`src/rtl/gearbox_32_24.sv`:
```
// 32-bit to 24-bit little-endian gearbox with frame-last handling.
// Optional GB_LAST_PAD_EN: emit a 1/2-byte frame tail as a PAD_BYTE-filled word instead of discarding it.
module gearbox_32_24 #(
  parameter logic [7:0] PAD_BYTE = 8'h00
) (
  input  logic        clk,
  input  logic        reset,
  input  logic [31:0] data_in,
  input  logic        data_en,
  input  logic        data_in_last,
  output logic        in_ready,
  output logic [23:0] data_out,
  output logic        data_out_en,
  output logic        data_out_last,
  output logic        drop_err
);

  typedef enum logic {
    ST_RUN,
    ST_DRAIN
  } state_e;

  state_e      state_q, state_d;
  logic [63:0] buf_q, buf_d;
  logic [3:0]  cnt_q, cnt_d;
  logic        started_q;
  logic [23:0] data_out_q, data_out_d;
  logic        data_out_en_q, data_out_en_d;
  logic        data_out_last_q, data_out_last_d;
  logic        drop_err_q, drop_err_d;

  logic        pop_full;
  logic [3:0]  avail;
  logic        push;
`ifdef GB_LAST_PAD_EN
  logic [23:0] tail_word;
`endif

  // Bytes left in the buffer after this cycle's pop; a new word lands here.
  assign pop_full = (cnt_q >= 4'd3);
  assign avail    = pop_full ? (cnt_q - 4'd3) : cnt_q;
  assign in_ready = started_q && (state_q == ST_RUN) && (avail <= 4'd4);
  assign push     = data_en && in_ready;

`ifdef GB_LAST_PAD_EN
  always_comb begin
    for (int i = 0; i < 3; i++) begin
      tail_word[i*8 +: 8] = (4'(i) < cnt_q) ? buf_q[i*8 +: 8] : PAD_BYTE;
    end
  end
`endif

  // NOTE: every signal gets a default at the top of the block so no path leaves it unassigned (no latches).
  always_comb begin
    state_d         = state_q;
    buf_d           = buf_q;
    cnt_d           = cnt_q;
    data_out_d      = data_out_q;
    data_out_en_d   = 1'b0;
    data_out_last_d = 1'b0;
    drop_err_d      = data_en && !in_ready;

    if (pop_full) begin
      data_out_d    = buf_q[23:0];
      data_out_en_d = 1'b1;
      buf_d         = buf_q >> 24;
      cnt_d         = avail;
      if (state_q == ST_DRAIN) begin
`ifdef GB_LAST_PAD_EN
        if (avail == 4'd0) begin
          data_out_last_d = 1'b1;
          state_d         = ST_RUN;
        end
`else
        // Last full word of the frame: any 1/2-byte remainder is dropped here.
        if (avail < 4'd3) begin
          data_out_last_d = 1'b1;
          state_d         = ST_RUN;
          cnt_d           = 4'd0;
          buf_d           = '0;
        end
`endif
      end
    end else if (state_q == ST_DRAIN) begin
`ifdef GB_LAST_PAD_EN
      if (cnt_q != 4'd0) begin
        data_out_d      = tail_word;
        data_out_en_d   = 1'b1;
        data_out_last_d = 1'b1;
      end
`endif
      cnt_d   = 4'd0;
      buf_d   = '0;
      state_d = ST_RUN;
    end

    // Pushes only happen in RUN, so they never collide with the DRAIN paths above.
    if (push) begin
      buf_d = buf_d | ({32'b0, data_in} << {avail, 3'b000});
      cnt_d = avail + 4'd4;
      if (data_in_last) state_d = ST_DRAIN;
    end
  end

  // NOTE: sequential state uses non-blocking assignments only; the byte buffer is reset as well so a
  // mid-frame reset cannot leak stale bytes into the next frame.
  always_ff @(posedge clk or negedge reset) begin
    if (!reset) begin
      state_q         <= ST_RUN;
      buf_q           <= '0;
      cnt_q           <= '0;
      started_q       <= 1'b0;
      data_out_q      <= '0;
      data_out_en_q   <= 1'b0;
      data_out_last_q <= 1'b0;
      drop_err_q      <= 1'b0;
    end else begin
      state_q         <= state_d;
      buf_q           <= buf_d;
      cnt_q           <= cnt_d;
      started_q       <= 1'b1;
      data_out_q      <= data_out_d;
      data_out_en_q   <= data_out_en_d;
      data_out_last_q <= data_out_last_d;
      drop_err_q      <= drop_err_d;
    end
  end

  assign data_out      = data_out_q;
  assign data_out_en   = data_out_en_q;
  assign data_out_last = data_out_last_q;
  assign drop_err      = drop_err_q;

endmodule

```
`config.mk`:
```
export PLATFORM = sky130hd
export DESIGN_NAME = gearbox_32_24
export DESIGN_NICKNAME = d
export VERILOG_FILES = /design/src/rtl/gearbox_32_24.sv
export SDC_FILE = /design/constraint.sdc
export NUM_CORES = 1
export LEC_CHECK = 0
export ABC_CLOCK_PERIOD_IN_PS = 3500
export CORE_MARGIN = 2
export CORE_UTILIZATION = 50
export CTS_BUF_LIST = sky130_fd_sc_hd__clkbuf_16
export DETAILED_ROUTE_END_ITERATION = 8
export PLACE_DENSITY = 0.73
export SYNTH_ARGS = -nofsm -noshare
export SYNTH_HDL_FRONTEND = slang
export SYNTH_SLANG_ARGS = --single-unit
```
`constraint.sdc`:
```
create_clock -name clk -period 3.5 [get_ports clk]
set_input_delay 0.35 -clock clk [delete_from_list [all_inputs] [get_ports clk]]
set_output_delay 0.35 -clock clk [all_outputs]
set_load 0.05 [all_outputs]
```
==> flow_summary.json, run 1 <==
{
  "ys_seq_elements": 97,
  "placed_area_mm2": 0.00616,
  "grt_start_max_net_pins": 65,
  "cp.arrival_ns": 2.92,
  "die_area_mm2": 0.0116,
  "critPathLaunchType": "register",
  "fin_nets": 679,
  "dp_hpwl_um": 11300,
  "cts.sinks": 97,
  "boundaryPins": 64,
  "grt_overflow": 0,
  "rr_startpoint": "cnt_q[0]",
  "gp_congestion": 0.964,
  "die_h_um": 108,
  "drtAntennaViolNets": 0,
  "p_leak_nw": 2.89,
  "yosysWarnings": 0,
  "wl_per_cell_um": 21.1,
  "max_freq_ghz": 0.306,
  "clk_latency_ns": 0.35,
  "rows": 37,
  "avgSynthCellArea_um2": 9.12,
  "min_path_type": "input port to async pin",
  "post-cts-setup-buffers": 0,
  "fin_crit_ns": 3.27,
  "seq_area_mm2": 0.00243,
  "crit_type": "register to output pin",
  "synth_seq_area_share_pct": 45.0,
  "dp_cells": 765,
  "grtUsageTotal_pct": 29.8,
  "portBuffers": 63,
  "path_clk_slew_ns": 0.07,
  "crit_path_end_kind": "output pin",
  "status": "finished, final reports clean",
  "postCtsResizedCells": 0,
  "cts_max_level": 3,
  "die_w_um": 108,
  "cts_hold_buf": 0,
  "clockBufferDepth": 2,
  "drt-initial-drc-count": 551,
  "synth_edf_count": 0,
  "drv_slew": 0,
  "finalNonFillerCells": 778,
  "synthArstFlopShare_pct": 100,
  "rsz0062_at_grt": "false",
  "reg2reg_slack_ns": 0.35,
  "yosysUniqueCellTypes": 46,
  "worst_slew_pin_slew_ns": 0.939,
  "synth_area_mm2": 0.00539,
  "vias": 4916,
  "multiInputGateArea_mm2": 0.00276,
  "drive_above_1_share_pct": 7.17,
  "relSlewSlack_pct": 37.4,
  "ir_drop_v": 0.00130,
  "required_ns": 3.15,
  "cts_tree": "yes",
  "firstDrtPassIters": 6,
  "diodes": 0,
  "layout_worst_path_cycle_share_pct": 93.4,
  "vias_per_cell": 6.32,
  "syn_inst": 591,
  "grt_pass1_vias": 4703,
  "routed_wl_um": 16400,
  "finalClockSkew_ns": 0.00889,
  "finalInstanceArea_mm2": 0.00644,
  "numCtsBuffers": 9,
  "coreArea_mm2": 0.0104,
  "finalSetupTns_ns": 0,
  "start_util_pct": 51.7,
  "p_per_area_mw_per_mm2": 1150,
  "syn_nets": 630,
  "grt_pass1_wl_um": 26000,
  "final-hold-violation-count": 0,
  "drc_errors": 0,
  "drv_cap": 0,
  "path_max_fanout": 26,
  "area_delta_synth_final_pct": 19.4,
  "finalSetupViolCount": 0,
  "synth_flop_cell": "dfrtp_1",
  "startpoint": "cnt_q[1]",
  "fillers": 889,
  "clock-root-buffer": "clkbuf_16",
  "antenna_found_initial": 0
}
==> per-layer routing <==
metal	global-route usage, %	up-vias	part of all wire (%)
met4	10.3	0	2.4
met3	5.02	28	8.1
met1	42.8	2357	43
li1	-	2259	-
met5	0	-	0
met2	45.5	272	46
==> final cells by class <==
class	count	share of cell area, %
timing repair buffer	83	12.2
tap	136	2.64
inverter	6	0.350
multi-input combinational	443	42.8
sequential	97	37.7
clock inverter	4	0.739
clock buffer	9	3.50
==> cell families after synthesis <==
kind of cell | Yosys count | synth area share (%)
simple gates | 201 | 15.7
mux | 58 | 10.8
fa+ha+maj | 3 | 0.696
buf+inv | 51 | 3.95
compound gates | 177 | 23.1
other cells | 1 | 0.0696
xor+xnor | 3 | 0.627
flops | 97 | 45.0
==> worst max-delay path, cell delays in order, from the launching register on <==
cell and delay (ns):
dfrtp_1 0.38, buf_4 0.26, a21oi_1 0.22, mux2i_1 0.51
ha_1 0.33, a41o_1 0.18, nor2_1 0.08, nor3b_1 0.39
buf_12 0.20
==> where the power goes <==
part | total, mW | switching, mW | leakage, nW | internal [mW]
clock network | 0.959 | 0.420 | 0.135 | 0.540
registers | 1.74 | 0.265 | 1.31 | 1.48
logic | 4.72 | 3.12 | 1.45 | 1.60
==> worst paths after layout <==
path                                     to  depth (start not counted)
worst max-delay path               in_ready                          8
worst min-delay path               cnt_q[0]                          1
worst max register to register    buf_q[30]                         10
worst min register to register  data_out[8]                          2
max in group asynchronous         buf_q[56]                          2
min in group clk                data_out[8]                          2
==> registers in the layout, summed over array words and instances (netlist names) <==
name           count
buf_q             64
data_out          24
cnt_q              4
data_out_en        1
data_out_last      1
drop_err           1
started_q          1
state_q            1
==> synthesized netlist by cell type (all sizes together), types with 3 or more instances <==
cell type | instances | area (um2)
nand2 | 146 | 548
a21oi | 54 | 274
buf | 22 | 104
a22o | 18 | 158
o31ai | 16 | 120
inv | 5 | 18.8
mux2i | 58 | 584
nor2 | 17 | 66.3
o22ai | 17 | 106
dfrtp | 97 | 2430
nand2b | 3 | 18.8
a221oi | 16 | 140
xnor2 | 3 | 33.8
o21ai | 16 | 80.1
nor3 | 22 | 126
a221o | 24 | 240
and3 | 3 | 18.8
ha | 3 | 37.5
clkbuf | 23 | 86.3
a22oi | 8 | 60.1
==> cells in the final DEF (no fill, tap or decap), types with 17 or more instances in the layout <==
| cell type | count |
|---|---|
| o22ai_1 | 17 |
| a22o_1 | 18 |
| buf_4 | 21 |
| a21oi_1 | 53 |
| a221o_1 | 24 |
| clkdlybuf4s50_1 | 61 |
| nand2_1 | 146 |
| nor3_1 | 20 |
| mux2i_1 | 57 |
| dfrtp_1 | 97 |
==> metrics by stage <==
stage | util, % | worst slack (ns) | hold slack (ns) | power [mW]
2_1_floorplan | - | 0.295 | 0.0544 | 4.99
3_3_place_gp | 59.2 | 0.541 | 0.448 | 6.30
3_5_place_dp | 59.2 | 0.428 | 0.456 | 6.37
4_1_cts | 61.8 | 0.235 | 0.129 | 7.35
5_1_grt | 61.8 | 0.0356 | 0.160 | 7.85
6_report | 61.8 | 0.232 | 0.0912 | 7.43
No activity file was read; power rests on OpenSTA's default activity.
==> run 2: changes to the inputs <==
Settings changed: CAP_MARGIN from default to 20.
==> results of run 2 <==
The final DEF is identical to that of run 1; final timing and power are the same.
==> run 3: changes to the inputs <==
Settings changed: CORE_MARGIN 2 to default.
==> run 3 against run 2 <==
Against the previous run: hold slack improved by 0.067 ns; clock skew fell by 0.0020 ns; critical path depth did not move; combinational power barely moved; critical path type unchanged; die area fell by 3.7%; sequential cell count did not move; total power rose by 0.99%.
==> flow_summary.json, run 3 (synthesis results as in run 1) <==
{
  "fin_nets": 680,
  "min_path_type": "input port to async pin",
  "vias": 4932,
  "placed_area_mm2": 0.00617,
  "area_delta_synth_final_pct": 20.2,
  "worst_slew_pin_slew_ns": 1.05,
  "grt_pass1_wl_um": 25500,
  "coreArea_mm2": 0.0104,
  "cts.sinks": 97,
  "relSlewSlack_pct": 30.0,
  "fillers": 904,
  "post-cts-setup-buffers": 0,
  "ir_drop_v": 0.000851,
  "drive_above_1_share_pct": 7.76,
  "status": "finished, final reports clean",
  "final_common_cell": "nand2_1",
  "fin_crit_ns": 3.23,
  "cts_max_level": 3,
  "crit_type": "register to output pin",
  "critPathLaunchType": "register",
  "p_per_area_mw_per_mm2": 1160,
  "grt_start_max_net_pins": 77,
  "die_h_um": 106,
  "drv_slew": 0,
  "die_w_um": 106,
  "p_leak_nw": 2.91,
  "layout_worst_path_cycle_share_pct": 92.3,
  "clockBufferDepth": 2,
  "portBuffers": 63,
  "rr_startpoint": "cnt_q[0]",
  "clock-root-buffer": "clkbuf_16",
  "finalClockSkew_ns": 0.00687,
  "met3WireLength_um": 1350,
  "firstDrtPassIters": 5,
  "rows": 37,
  "seq_area_mm2": 0.00243,
  "vias_per_cell": 6.32,
  "dp_hpwl_um": 10900,
  "path_clk_slew_ns": 0.06,
  "rsz0062_at_grt": "false",
  "grt_pass1_vias": 4769,
  "dr_wl_met2_um": 7430,
  "cp.arrival_ns": 2.88,
  "largest_reg_flops": 64,
  "numCtsBuffers": 9,
  "required_ns": 3.15,
  "finalSetupTns_ns": 0,
  "antenna_found_initial": 0,
  "cts_tree": "yes",
  "gp_congestion": 0.883,
  "startpoint": "cnt_q[0]",
  "wl_per_cell_um": 20.6,
  "mostFrequentLayoutCells": "nand2_1 (146), dfrtp_1 (97), clkdlybuf4s50_1 (61), mux2i_1 (56), a21oi_1 (53)",
  "finalInstanceArea_mm2": 0.00648,
  "clk_latency_ns": 0.34,
  "drt-met1-wl_um": 6810,
  "regMostFlops": "buf_q",
  "drc_errors": 0,
  "multiInputGateArea_mm2": 0.00276,
  "highest_layer": "met4",
  "drtAntennaViolNets": 0,
  "max_freq_ghz": 0.310,
  "routed_wl_um": 16000,
  "drv_cap": 0,
  "diodes": 0,
  "drt-initial-drc-count": 647,
  "finalSetupViolCount": 0,
  "final-hold-violation-count": 0,
  "path_max_fanout": 13,
  "crit_path_end_kind": "output pin",
  "start_util_pct": 52.0,
  "grt_overflow": 0,
  "grtUsageTotal_pct": 29.8,
  "boundaryPins": 64,
  "die_area_mm2": 0.0112
}
==> run 3: changes by cell type in the layout (fill, tap and decap cells not counted), sizes merged <==
cell and change:
clkinv -2, bufinv +1, clkinvlp +1, inv +1, buf +1
==> run 3: worst paths after layout <==
check	cells after the start	end	slack [ns]
min in group clk	2	data_out[10]	0.46
max in group asynchronous	2	buf_q[45]	2.56
worst max-delay path	8	in_ready	0.27
worst min register to register	2	data_out[10]	0.46
worst min-delay path	1	started_q	0.16
worst max register to register	6	buf_q[27]	0.41
==> run 3: critical path, cell delays in order (launching register included) <==
cell and delay [ns]:
dfrtp_1 0.40, ha_1 0.38, nor2b_1 0.23, mux2i_2 0.36, ha_1 0.31, a41o_1 0.18, nor2_1 0.08, nor3b_1 0.41
buf_12 0.20
==> run 3: per-stage QoR <==
stage | worst slack, ns | total power [mW] | cells | hold slack (ns) | util, %
after floorplan | 0.295 | 4.99 | 591 | 0.0544 | -
after global placement | 0.519 | 6.28 | 766 | 0.448 | 59.5
after detailed placement | 0.423 | 6.36 | 766 | 0.455 | 59.5
after CTS | 0.160 | 7.41 | 780 | 0.208 | 62.5
after global routing | 0.0957 | 7.91 | 780 | 0.244 | 62.5
final | 0.269 | 7.50 | 780 | 0.159 | 62.5
==> run 3: metal layers <==
layer / vias up / track usage, %
met5: - / 0
li1: 2261 / -
met1: 2367 / 41.1
met4: 0 / 12.9
met2: 259 / 46.7
met3: 45 / 4.51
==> run 3: power breakdown <==
part | switching, mW | total [mW] | internal [mW]
combinational | 3.10 | 4.72 | 1.62
sequential | 0.262 | 1.74 | 1.48
clock | 0.423 | 1.04 | 0.620
total | 3.78 | 7.50 | 3.72
==> run 3: cell type report <==
class                   instances  share of cell area (%)
multi-input cells             443                    42.6
flip-flops and latches         97                    37.5
repair buffers                 84                    12.3
clock buffers                   9                    3.47
well taps                     136                    2.63
clock inverters                 5                    1.25
inverters                       6                   0.347
==> run 3: what timing repair did <==
item | in CTS | in global routing
hold buffers | 0 | 0
resized for setup | 0 | 1
endpoints found under the setup margin | 0 | 1
